File: config.mk
export PLATFORM = sky130hd
export DESIGN_NAME = ps2_ascii_decoder
export DESIGN_NICKNAME = d
export VERILOG_FILES = /design/src/rtl/ps2_ascii_decoder.sv
export SDC_FILE = /design/constraint.sdc
export NUM_CORES = 1
export LEC_CHECK = 0
export BUFFER_PORTS_ARGS = -buffer_cell sky130_fd_sc_hd__clkbuf_2
export CAP_MARGIN = 40
export CORE_MARGIN = 4
export CORE_UTILIZATION = 50
export DETAILED_ROUTE_END_ITERATION = 12
export PLACE_DENSITY_LB_ADDON = 0.05
export RECOVER_POWER = 100
export SLEW_MARGIN = 20
export SYNTH_ARGS = -nofsm -noshare
export SYNTH_HDL_FRONTEND = slang
export SYNTH_SLANG_ARGS = --single-unit
export TNS_END_PERCENT = 20
File: constraint.sdc
create_clock -name clk -period 2.7 [get_ports clk]
set_input_delay 0.27 -clock clk [delete_from_list [all_inputs] [get_ports clk]]
set_output_delay 0.27 -clock clk [all_outputs]
set_load 0.1 [all_outputs]
File: src/rtl/ps2_ascii_decoder.sv
// ps2_ascii_decoder
//   Receives PS/2 keyboard frames, decodes Set-2 scan codes into ASCII and
//   issues one character strobe per key press to a downstream text writer.
//   A one-character holding register absorbs keys arriving while the writer
//   is busy; the newest key overwrites an older unissued one.
//
// Parameters
//   TIMEOUT_CYCLES : clk cycles without a PS/2 falling edge mid-frame before
//                    the partial frame is abandoned.
//   SYNC_STAGES    : synchronizer depth on ps2_clk / ps2_data (>= 2).
//
// Ports
//   clk       in   system clock, all logic on posedge
//   rst_n     in   asynchronous active-low reset
//   ps2_clk   in   PS/2 clock from keyboard (asynchronous)
//   ps2_data  in   PS/2 data from keyboard (asynchronous)
//   done      in   writer idle flag, 1 = may accept a character
//   data_in   out  one-clk strobe, character valid
//   ascii     out  character code, held until the next strobe
//   frame_err out  one-clk pulse on a rejected frame
module ps2_ascii_decoder #(
    parameter int unsigned TIMEOUT_CYCLES = 50000,
    parameter int unsigned SYNC_STAGES    = 2
) (
    input  logic       clk,
    input  logic       rst_n,
    input  logic       ps2_clk,
    input  logic       ps2_data,
    input  logic       done,
    output logic       data_in,
    output logic [7:0] ascii,
    output logic       frame_err
);

    localparam int unsigned TimeoutW = $clog2(TIMEOUT_CYCLES + 1);
    localparam logic [TimeoutW-1:0] TimeoutMax = TimeoutW'(TIMEOUT_CYCLES);

    localparam logic [7:0] CodeExt    = 8'hE0;
    localparam logic [7:0] CodeBreak  = 8'hF0;
    localparam logic [7:0] CodeShiftL = 8'h12;
    localparam logic [7:0] CodeShiftR = 8'h59;

    // Synchronizers and edge detect
    logic [SYNC_STAGES-1:0] clk_sync_q;
    logic [SYNC_STAGES-1:0] data_sync_q;
    logic                   ps2_clk_prev_q;
    logic                   ps2_clk_s;
    logic                   ps2_data_s;
    logic                   fall;

    // Receive state
    logic [3:0]          bit_cnt_q, bit_cnt_d;
    logic [10:0]         shift_q, shift_d;
    logic [TimeoutW-1:0] timeout_q, timeout_d;

    // Code state
    logic brk_q, brk_d;
    logic ext_q, ext_d;
    logic shl_q, shl_d;
    logic shr_q, shr_d;

    // Issue state
    logic       pending_q, pending_d;
    logic [7:0] pend_char_q, pend_char_d;
    logic       data_in_q, data_in_d;
    logic [7:0] ascii_q, ascii_d;
    logic       frame_err_q, frame_err_d;

    // Frame evaluation
    logic [10:0] frame_next;
    logic        frame_done;
    logic        frame_ok;
    logic        byte_valid;
    logic [7:0]  rx_byte;
    logic        char_valid;
    logic [7:0]  char_code;
    logic        issue;

    assign ps2_clk_s  = clk_sync_q[SYNC_STAGES-1];
    assign ps2_data_s = data_sync_q[SYNC_STAGES-1];
    assign fall       = ps2_clk_prev_q & ~ps2_clk_s;

    // Bits arrive LSB first, so new bits enter at the top and the start bit
    // ends up in bit 0 once all 11 are in.
    assign frame_next = {ps2_data_s, shift_q[10:1]};
    assign frame_done = fall && (bit_cnt_q == 4'd10);
    assign frame_ok   = ~frame_next[0] & frame_next[10] & (^frame_next[9:1]);
    assign byte_valid = frame_done & frame_ok;
    assign rx_byte    = frame_next[8:1];

    // Waiting one cycle after a strobe lets a writer that samples on the
    // opposite edge drop done before we look at it again.
    assign issue = pending_q & done & ~data_in_q;

    // Returns {hit, char}; a zero char means unmapped.
    function automatic logic [8:0] map_code(input logic [7:0] code, input logic upper);
        logic [7:0] ch;
        ch = 8'h00;
        case (code)
            8'h1C: ch = 8'h61;  8'h32: ch = 8'h62;  8'h21: ch = 8'h63;  8'h23: ch = 8'h64;
            8'h24: ch = 8'h65;  8'h2B: ch = 8'h66;  8'h34: ch = 8'h67;  8'h33: ch = 8'h68;
            8'h43: ch = 8'h69;  8'h3B: ch = 8'h6A;  8'h42: ch = 8'h6B;  8'h4B: ch = 8'h6C;
            8'h3A: ch = 8'h6D;  8'h31: ch = 8'h6E;  8'h44: ch = 8'h6F;  8'h4D: ch = 8'h70;
            8'h15: ch = 8'h71;  8'h2D: ch = 8'h72;  8'h1B: ch = 8'h73;  8'h2C: ch = 8'h74;
            8'h3C: ch = 8'h75;  8'h2A: ch = 8'h76;  8'h1D: ch = 8'h77;  8'h22: ch = 8'h78;
            8'h35: ch = 8'h79;  8'h1A: ch = 8'h7A;
            8'h45: ch = 8'h30;  8'h16: ch = 8'h31;  8'h1E: ch = 8'h32;  8'h26: ch = 8'h33;
            8'h25: ch = 8'h34;  8'h2E: ch = 8'h35;  8'h36: ch = 8'h36;  8'h3D: ch = 8'h37;
            8'h3E: ch = 8'h38;  8'h46: ch = 8'h39;
            8'h29: ch = 8'h20;
            8'h66: ch = 8'h08;
            8'h5A: ch = 8'h0D;
            default: ch = 8'h00;
        endcase
        // Only letters react to shift.
        if (upper && (ch >= 8'h61) && (ch <= 8'h7A)) begin
            ch = ch - 8'h20;
        end
        return {(ch != 8'h00), ch};
    endfunction

    // State register
    always_ff @(posedge clk or negedge rst_n) begin
        if (!rst_n) begin
            clk_sync_q     <= '1;
            data_sync_q    <= '1;
            ps2_clk_prev_q <= 1'b1;
            bit_cnt_q      <= 4'd0;
            shift_q        <= 11'd0;
            timeout_q      <= '0;
            brk_q          <= 1'b0;
            ext_q          <= 1'b0;
            shl_q          <= 1'b0;
            shr_q          <= 1'b0;
            pending_q      <= 1'b0;
            pend_char_q    <= 8'h00;
            data_in_q      <= 1'b0;
            ascii_q        <= 8'h00;
            frame_err_q    <= 1'b0;
        end else begin
            clk_sync_q     <= {clk_sync_q[SYNC_STAGES-2:0], ps2_clk};
            data_sync_q    <= {data_sync_q[SYNC_STAGES-2:0], ps2_data};
            ps2_clk_prev_q <= ps2_clk_s;
            bit_cnt_q      <= bit_cnt_d;
            shift_q        <= shift_d;
            timeout_q      <= timeout_d;
            brk_q          <= brk_d;
            ext_q          <= ext_d;
            shl_q          <= shl_d;
            shr_q          <= shr_d;
            pending_q      <= pending_d;
            pend_char_q    <= pend_char_d;
            data_in_q      <= data_in_d;
            ascii_q        <= ascii_d;
            frame_err_q    <= frame_err_d;
        end
    end

    // Next-state: receiver and timeout
    always_comb begin
        bit_cnt_d   = bit_cnt_q;
        shift_d     = shift_q;
        timeout_d   = timeout_q;
        frame_err_d = frame_done & ~frame_ok;
        if (fall) begin
            // An edge always beats a coincident timeout.
            timeout_d = '0;
            if (frame_done) begin
                bit_cnt_d = 4'd0;
                shift_d   = 11'd0;
            end else begin
                bit_cnt_d = bit_cnt_q + 4'd1;
                shift_d   = frame_next;
            end
        end else if (bit_cnt_q != 4'd0) begin
            if (timeout_q == TimeoutMax) begin
                bit_cnt_d = 4'd0;
                shift_d   = 11'd0;
                timeout_d = '0;
            end else begin
                timeout_d = timeout_q + 1'b1;
            end
        end else begin
            timeout_d = '0;
        end
    end

    // Next-state: scan-code decoder and issue handshake
    always_comb begin
        brk_d       = brk_q;
        ext_d       = ext_q;
        shl_d       = shl_q;
        shr_d       = shr_q;
        char_valid  = 1'b0;
        char_code   = 8'h00;
        pending_d   = pending_q;
        pend_char_d = pend_char_q;
        data_in_d   = 1'b0;
        ascii_d     = ascii_q;

        if (byte_valid) begin
            if (rx_byte == CodeExt) begin
                ext_d = 1'b1;
            end else if (rx_byte == CodeBreak) begin
                brk_d = 1'b1;
            end else if (brk_q) begin
                if (rx_byte == CodeShiftL) shl_d = 1'b0;
                if (rx_byte == CodeShiftR) shr_d = 1'b0;
                brk_d = 1'b0;
                ext_d = 1'b0;
            end else if (ext_q) begin
                ext_d = 1'b0;
            end else if (rx_byte == CodeShiftL) begin
                shl_d = 1'b1;
            end else if (rx_byte == CodeShiftR) begin
                shr_d = 1'b1;
            end else begin
                {char_valid, char_code} = map_code(rx_byte, shl_q | shr_q);
            end
        end

        if (issue) begin
            data_in_d = 1'b1;
            ascii_d   = pend_char_q;
            pending_d = 1'b0;
        end
        // A newly decoded character wins over both issue and an older pending.
        if (char_valid) begin
            pending_d   = 1'b1;
            pend_char_d = char_code;
        end
    end

    // Outputs
    always_comb begin
        data_in   = data_in_q;
        ascii     = ascii_q;
        frame_err = frame_err_q;
    end

endmodule

### Word level (Yosys, flattened, before mapping)

Memories as Yosys holds them, arrays and structs flattened.
Cells that the tools add are included.

| word-level totals | value |
|---|---|
| flip-flop bits (word level) | 59 |
| memory bits (read-only) | 896 |
| output and inout bits | 10 |
| word-level logic and storage cells | 114 |
| memories kept | 1 |

| cells by class | value |
|---|---|
| add/sub/neg operators | 3 |
| order comparisons | 2 |
| equal/unequal tests | 9 |
| mux-type cells | 56 |
| bitwise gates (word level) | 14 |
| reduce and logical (&&, ||, !) cells | 14 |

Memories:

| memory | depth | bits a word | read ports | clocked after memory_dff | wr ports | line | text |
|---|---|---|---|---|---|---|---|
| (name not given) | 128 | 7 | 1 | 0 | 0 | 99 | `case (code)` |

Operators with widths:

| cell | number |
|---|---|
| 8-bit two-way mux | 23 |
| 16-bit two-way mux | 3 |
| 11-bit two-way mux | 4 |
| 1-bit two-way mux | 22 |
| 16-bit by 1-bit adder with 16-bit output, second input constant | 1 |
| 16-bit equality test, second input constant | 1 |
| 8-bit equality test, second input constant | 2 |
| 4-bit two-way mux | 4 |
| 9-bit parity | 1 |
| 8-bit by 5-bit equality test with 1-bit output, second input constant | 1 |
| 8-bit by 7-bit equality test with 1-bit output, second input constant | 1 |
| 8-bit by 7-bit >= comparator with 1-bit output, second input constant | 1 |
| 8-bit by 7-bit less-or-equal comparator with 1-bit output, second input constant | 1 |
| 8-bit nonzero test | 1 |
| 8-bit by 6-bit subtractor with 8-bit output, second input constant | 1 |
| 1-bit bitwise AND | 7 |
| 2-bit inequality test, second input constant | 3 |
| 1-bit inverter | 6 |
| 2-bit AND reduction | 3 |
| 6-bit AND reduction | 1 |
| 2-bit nonzero test | 3 |
| 5-bit AND reduction | 1 |
| 4-bit by 1-bit adder with 4-bit output, second input constant | 1 |
| 4-bit equality test, second input constant | 1 |
| other kinds (3) | 5 |

### Logic depth before layout (Yosys ltp)

Gate-level depths: netlist (run 1).
An unclocked memory read counts as a cell.

| depth | value |
|---|---|
| depth in word-level cells | 29 |
| depth in mapped cells | 12 |
| gate-level depth less buffers | 11 |

### Worst setup path before layout (run 1)

Ideal clock, no wire load.

| path | value |
|---|---|
| path type | register to register |
| start point | register shift_q[9] |
| end point | register pend_char_q[0] |
| setup time | 125 ps |
| arrival time | 2616 ps |
| path slack | -41 ps |
| stages on the path, launching flop included | 11 |
| path buffers | 1 |
| period minus slack after synthesis | 2741 ps |
| cells stage by stage | dfrtp_1 -> clkbuf_1 -> inv_1 -> ha_1 -> xnor2_1 -> xnor2_1 -> or4b_1 -> nand2_1 -> nand3_2 -> a31oi_4 -> mux2_4 |

| between the ends | value |
|---|---|
| cells in the longest elaborated chain, start to end | 27 |
| elaborated cells between the ends (all ways) | 43 |

RTL lines:

| what | line | text |
|---|---|---|
| from (decl) | 53 | `logic [10:0] shift_q, shift_d;` |
| from (signal assigned) | 145 | `shift_q <= shift_d;` |
| 8-bit two-way mux | 99 |  |
| 8-bit two-way mux | 215 | `end else if (rx_byte == CodeShiftR) begin` |
| 8-bit two-way mux | 213 | `end else if (rx_byte == CodeShiftL) begin` |
| 8-bit two-way mux | 211 | `end else if (ext_q) begin` |
| 8-bit two-way mux | 206 | `end else if (brk_q) begin` |
| 8-bit two-way mux | 204 | `end else if (rx_byte == CodeBreak) begin` |
| 8-bit two-way mux | 202 | `if (rx_byte == CodeExt) begin` |
| 8-bit two-way mux | 201 | `if (byte_valid) begin` |
| [11 not listed] | n/a |  |
| 8-bit nonzero test | 119 | `return {(ch != 8'h00), ch};` |
| 1-bit two-way mux | 215 |  |
| 1-bit two-way mux | 213 |  |
| 1-bit two-way mux | 211 |  |
| 1-bit two-way mux | 206 |  |
| 1-bit two-way mux | 204 |  |
| 1-bit two-way mux | 202 |  |
| 1-bit two-way mux | 201 |  |
| to (signal assigned) | 152 | `pend_char_q <= pend_char_d;` |
| to (decl) | 64 | `logic [7:0] pend_char_q, pend_char_d;` |

Parallel ways exist; a longest one is shown, timed or not. The select of a mux whose other input is x is not followed.
A chain may end at the register's enable or synchronous reset.

### Final worst setup path (run 1)

| path | value |
|---|---|
| start point | register shift_q[3] |
| end point | register pend_char_q[6] |

| between the ends | value |
|---|---|
| cells in the longest elaborated chain, start to end | 28 |
| elaborated cells between the ends (all ways) | 44 |

RTL lines:

| what | line |
|---|---|
| memory read 128 x 7 bit | n/a |
| 8-bit two-way mux | 99 |
| 8-bit two-way mux | 215 |
| 8-bit two-way mux | 213 |
| 8-bit two-way mux | 211 |
| 8-bit two-way mux | 206 |
| 8-bit two-way mux | 204 |
| 8-bit two-way mux | 202 |
| [12 not listed] | n/a |
| 8-bit nonzero test | 119 |
| 1-bit two-way mux | 215 |
| 1-bit two-way mux | 213 |
| 1-bit two-way mux | 211 |
| 1-bit two-way mux | 206 |
| 1-bit two-way mux | 204 |
| 1-bit two-way mux | 202 |
| 1-bit two-way mux | 201 |

Parallel ways exist; a longest one is shown, timed or not. The select of a mux whose other input is x is not followed.

==> results of run 1 <==
## worst paths after layout
path                       slack (ns)            from  cells past startpoint             end
min                              0.21            done                      3       pending_q
min reg2reg                      0.36  data_sync_q[0]                      0  data_sync_q[1]
min in group asynchronous        0.82           rst_n                      2    timeout_q[8]
max                              0.15      shift_q[3]                     11  pend_char_q[6]
max in group asynchronous        0.96           rst_n                      3   clk_sync_q[0]
max reg2reg                      0.15      shift_q[3]                     11  pend_char_q[6]
## state kept, by name, indices dropped and copies added (netlist names), 2 cells and up
name,flops
data_sync_q,2
ascii,8
clk_sync_q,2
pend_char_q,8
bit_cnt_q,4
timeout_q,16
shift_q,10
## cells by family after synthesis
family                     Yosys count  synth area share (%)
buffers and inverters               44                 5.596
xor gates and xnor gates            19                 4.652
DFF                                 58                 40.75
muxes                                8                 2.903
AOI/OAI and AO/OA                   86                 17.24
and+or+nand+nor                    144                 21.51
adders and majority gates           21                 7.345
## cells in the final DEF, fill, tap and decap left out, types with 4 or more instances in the layout
cell       n
dfstp_2    4
a22o_1    12
a31oi_1    8
nand2_1   35
ha_1      17
buf_4     23
nand3_1   16
and3_1     5
nand4_1    4
a21oi_1   10
clkbuf_1  12
xnor2_1   14
nor2_1    35
nand3b_1   4
dfrtp_1   53
o21ai_0   20
nor3_1     5
clkbuf_8  10
nand2b_1  11
xor2_1     5
inv_1     24
mux2i_1    4
## final cells by class
class,count,area (µm²),area share [%]
clock buffer,11,141.4,3.380
timing repair buffer,43,319.1,7.628
sequential,58,1458,34.85
inverter,26,97.59,2.333
tap,96,120.1,2.872
multi-input combinational,278,1993,47.65
clock inverter,5,53.80,1.286
## report_power, final
group / leakage (nW) / switching (mW) / internal, mW
combinational: 0.907 / 0.611 / 0.469
clock: 0.103 / 0.363 / 0.448
sequential: 0.777 / 0.0793 / 0.946
## per-layer routing
layer | part of all wire, % | up-vias
li1 | - | 1420
met1 | 48 | 1395
met2 | 46 | 78
met3 | 5.0 | 15
met4 | 1.7 | 0
met5 | 0 | -
## what timing repair did
action                     CTS  global route
setup buffers                0             2
hold endpoints to repair    28             0
gates resized for setup      0            13
hold buffers                 3             0
setup endpoints to repair    0             9
## metrics by stage
step	hold WS (ns)	util (%)	worst slack, ns
after floorplan	-0.02559	-	0.04986
after global placement	0.3379	56.41	0.05953
after detailed placement	0.3411	56.52	0.04776
after CTS	0.1956	59.80	0.01414
after global routing	0.2233	60.89	-0.01295
final	0.2108	60.89	0.1497
## worst min-delay path: cells and delay by family
| kind | cells | cell delay (ns) |
|---|---|---|
| compound gates | 1 | 0.10 |
| simple gates | 1 | 0.06 |
| buf+inv | 1 | 0.09 |
==> flow_metrics.env, run 1 <==
export IMPL_ys_warn_count=0
export IMPL_dpl_cell_area_um2=3882
export IMPL_die_w_um=92.59
export IMPL_postSynthCellCount=380
export IMPL_n_antenna_cell=0
export IMPL_synth_seq_cells=58
export IMPL_design_area_um2=4183
export IMPL_io_buffers=14
export IMPL_via_per_inst=5.625
export IMPL_worst_path_buf_inv=3
export IMPL_synth_top_area_cell="dfrtp_1"
export IMPL_grtUsageMet1_pct=28.29
export IMPL_tritoncts="done"
export IMPL_start_util_pct=52.08
export IMPL_busiest_layer="met2"
export IMPL_clockBufferDepth=2
export IMPL_critPathMaxFanout=5
export IMPL_finalMaxSlewViolations=26
export IMPL_yosysUniqueCellTypes=64
export IMPL_required_ns=2.96
export IMPL_final_layout_size_suffix_gt1_share_pct=18.29
export IMPL_io_pins=15
export IMPL_tightestPinTransition_ns=1.500
export IMPL_syn_to_final_growth_pct=16.93
export IMPL_htreeDepth=3
export IMPL_use_met3_pct=5.524
export IMPL_rsz0062_at_grt="yes"
export IMPL_ant_nets=0
export IMPL_hold_viol=0
export IMPL_drc=0
export IMPL_max_stage_delay_ns=0.38
export IMPL_antenna_found_initial=0
export IMPL_maxCapViolCount=1
export IMPL_cts_sinks=58
export IMPL_fin_crit_ns=2.550
export IMPL_fmax_mhz=392.1
export IMPL_rows=30
export IMPL_period_share_pct=94.46
export IMPL_wirelength_mm=7.992
export IMPL_nNetsFinal=442
export IMPL_synth_edf_count=0
export IMPL_cts_buffers=9
export IMPL_synth_nets=406
export IMPL_grt_pass1_vias=2759
export IMPL_cp_top_family="compound AO/OA/AOI/OAI gates"
export IMPL_gp_congestion=0.9026
export IMPL_synth_area_top_cells="dfrtp_1, ha_1, dfstp_2"
export IMPL_num_vias=2908
export IMPL_crit_type="flop to flop"
export IMPL_grt_max_degree=33
export IMPL_grt_overflow=0
export IMPL_setup_violations=0
export IMPL_hp_class="primary input to flop"
export IMPL_max_vdd_ir_drop_mv=0.5223
export IMPL_syn_area_um2=3577
export IMPL_ys_seq_area_share_pct=40.75
export IMPL_synth_most_common_cell="dfrtp_1"
export IMPL_die_y_um=92.59
export IMPL_dieArea_um2=8572
export IMPL_root_buffer="clkbuf_8"
export IMPL_netlist_area_leader_share_pct=37.08
export IMPL_slew_headroom_pct=-0.03172
export IMPL_worstPathCellList="inv_1 > ha_1 > a21o_1 > a21oi_1 > o41ai_2 > a211oi_1 > buf_4 > inv_1 > ha_1 > and4bb_2 > o22ai_1"
export IMPL_p_total_mw=2.917
export IMPL_synthArstFlopShare_pct=100.0
export IMPL_fin_skew_ns=0.009898
export IMPL_use_met2_pct=30.39
export IMPL_drtIter0Drc=186
export IMPL_clkTransAtPathRegs_ns=0.07
export IMPL_arrival_ns=2.81
export IMPL_yosys_top_cells_count="dfrtp_1, nand2_1, nor2_1"
export IMPL_cpMaxStageDelayCell="dfrtp_1"
export IMPL_grt_first_pass_wirelength_mm=13.82
export IMPL_setup_tns_final_ns=0
export IMPL_ys_flop_type="dfrtp_1"
export IMPL_insertion_delay_ns=0.34
export IMPL_grtUsageTotal_pct=20.35
export IMPL_leakage_nw=1.788
export IMPL_p_per_area_nw_per_um2=697.3
export IMPL_place_inst=496
export IMPL_hpwl_mm=5.594
export IMPL_critPathLaunchType="flop"
export IMPL_synth_area_per_cell_um2=9.414
export IMPL_drt_pre_antenna_iters=5
export IMPL_wl_per_cell_um=15.46
export IMPL_fill_cells=603
export IMPL_core_um2=6869
export IMPL_critPathCaptureType="flop"
export IMPL_final_cells=517
export IMPL_violations="capacitance limit, slew limit"
export IMPL_outcome="finished with violations"
(Power assumes the default switching activity.)
==> run 2: changes to the inputs <==
--- a/config.mk
+++ b/config.mk
@@ -5,11 +5,12 @@
 export SDC_FILE = /design/constraint.sdc
 export NUM_CORES = 1
 export LEC_CHECK = 0
-export BUFFER_PORTS_ARGS = -buffer_cell sky130_fd_sc_hd__clkbuf_2
+export BUFFER_PORTS_ARGS = -buffer_cell sky130_fd_sc_hd__buf_4
 export CAP_MARGIN = 40
 export CORE_MARGIN = 4
 export CORE_UTILIZATION = 50
 export DETAILED_ROUTE_END_ITERATION = 12
+export GPL_ROUTABILITY_DRIVEN = 0
 export PLACE_DENSITY_LB_ADDON = 0.05
 export RECOVER_POWER = 100
 export SLEW_MARGIN = 20
==> flow_metrics.env, run 2 (synthesis results as in run 1) <==
export IMPL_root_buffer="clkbuf_8"
export IMPL_mostFrequentLayoutCell="dfrtp_1"
export IMPL_syn_to_final_growth_pct=15.56
export IMPL_top_regs="timeout_q x16, shift_q x10"
export IMPL_setup_tns_final_ns=0
export IMPL_rsz0062_at_grt="yes"
export IMPL_grt_overflow=0
export IMPL_antenna_found_initial=0
export IMPL_largest_reg_flops=16
export IMPL_arrival_ns=2.83
export IMPL_rows=30
export IMPL_r2r_cells=10
export IMPL_drc=0
export IMPL_ant_nets=0
export IMPL_r2r_start="shift_q[3]"
export IMPL_required_ns=2.94
export IMPL_die_y_um=92.59
export IMPL_max_vdd_ir_drop_mv=0.4096
export IMPL_drtIter0Drc=139
export IMPL_setup_violations=0
export IMPL_fin_util_pct=60.18
export IMPL_via_per_inst=5.486
export IMPL_hp_class="primary input to flop"
export IMPL_critPathMaxFanout=7
export IMPL_worst_slack_ns=0.1104
export IMPL_period_share_pct=95.91
export IMPL_die_w_um=92.59
export IMPL_slew_headroom_pct=6.885
export IMPL_drt_pre_antenna_iters=4
export IMPL_fill_cells=608
export IMPL_htreeDepth=3
export IMPL_nNetsFinal=438
export IMPL_cts_sinks=58
export IMPL_reg2reg_slack_ns=0.11
export IMPL_final_cell_mix="dfrtp_1, nor2_1, nand2_1"
export IMPL_tritoncts="done"
export IMPL_critPathLaunchType="flop"
export IMPL_leakage_nw=1.759
export IMPL_io_pins=15
export IMPL_grtUsageTotal_pct=18.61
export IMPL_io_buffers=14
export IMPL_tightestPinTransition_ns=1.397
export IMPL_grt_first_pass_wirelength_mm=12.91
export IMPL_outcome="finished, final reports clean"
export IMPL_insertion_delay_ns=0.33
export IMPL_n_antenna_cell=0
export IMPL_maxCapViolCount=0
export IMPL_dieArea_um2=8572
export IMPL_final_layout_size_suffix_gt1_share_pct=18.03
export IMPL_hold_viol=0
export IMPL_regMostFlops="timeout_q"
export IMPL_fmax_mhz=386.2
export IMPL_start_util_pct=52.08
export IMPL_endpoint="pend_char_q[7]"
export IMPL_clockBufferDepth=2
export IMPL_crit_type="flop to flop"
export IMPL_fin_crit_ns=2.590
export IMPL_grt_pass1_vias=2742
export IMPL_place_ws_ns=0.02931
export IMPL_crit_start="shift_q[3]"
export IMPL_num_vias=2809
export IMPL_wirelength_mm=7.550
export IMPL_clkTransAtPathRegs_ns=0.06
export IMPL_wl_per_cell_um=14.75
export IMPL_fin_skew_ns=0.007699
export IMPL_core_um2=6869
export IMPL_critPathCaptureType="flop"
export IMPL_r2r_end="pend_char_q[7]"
export IMPL_cts_buffers=9
export IMPL_p_per_area_nw_per_um2=697.7
export IMPL_finalMaxSlewViolations=0
export IMPL_grt_max_degree=59
export IMPL_holdWs_ns=0.03883
export IMPL_hpwl_mm=5.350
-- run 2: cell types whose count changed in the layout (fill, tap and decap cells not counted), sizes merged --
cell,delta
clkbuf,+2
dlygate4sd3,-3
buf,-1
clkinv,-3
-- run 2: repair_timing --
| item | in CTS | in global routing |
|---|---|---|
| resized for setup | 1 | 15 |
| buffers inserted | 0 | 3 |
| setup endpoints to repair | 1 | 8 |
| pin swaps | 0 | 6 |
| hold buffers | 0 | 0 |
-- run 2: how the worst min path moves through the flow --
stage,startpoint,depth (start not counted),slack (ns),end
global route,ps2_clk,1,0.02,clk_sync_q[0]
CTS,rst_n,1,0.006,timeout_q[5]
global placement,clk_sync_q[0],0,0.35,clk_sync_q[1]
floorplan,rst_n,0,-0.03,ascii[0]
detailed placement,clk_sync_q[0],0,0.35,clk_sync_q[1]
finish,ps2_clk,1,0.04,clk_sync_q[0]
-- run 2: area by class of cell --
type | instances | area (µm²) | share of cell area [%]
multi-input combinational | 278 | 1968 | 47.61
sequential | 58 | 1459 | 35.29
timing repair buffer | 39 | 285.3 | 6.901
clock buffer | 13 | 168.9 | 4.086
tap | 96 | 120.1 | 2.906
inverter | 26 | 97.59 | 2.361
clock inverter | 2 | 35.03 | 0.8475
-- run 2: through the flow --
stage / instances / area [µm²] / power [mW]
floorplan: 380 / 3578 / 1.745
global placement: 493 / 3882 / 2.011
detailed placement: 494 / 3890 / 2.020
CTS: 509 / 4099 / 2.868
global route: 512 / 4134 / 3.068
finish: 512 / 4134 / 2.884
-- run 2: metal layers --
layer  vias up  part of all wire [%]  track usage, %
met4         0                   1.7           8.168
li1       1409                     -               -
met5         -                     0               0
met1      1326                    48           25.79
met3        14                   3.8           3.899
met2        60                    46           28.04
-- run 2: critical path: stages, from the launching register on --
cell and delay, ns:
dfrtp_1 0.39, buf_6 0.14, buf_4 0.15, ha_1 0.21
o31ai_1 0.22, o211ai_1 0.13, a221o_1 0.40, nand3_2 0.13
nor3_4 0.07, or3b_1 0.40, o32ai_2 0.27
-- run 2: where the power goes --
part           switching, mW  leakage [nW]  internal (mW)  total [mW]
clock network          0.322         0.106          0.495       0.818
logic                  0.582         0.878          0.446        1.03
registers             0.0910         0.775          0.947        1.04
total                  0.996          1.76           1.89        2.88
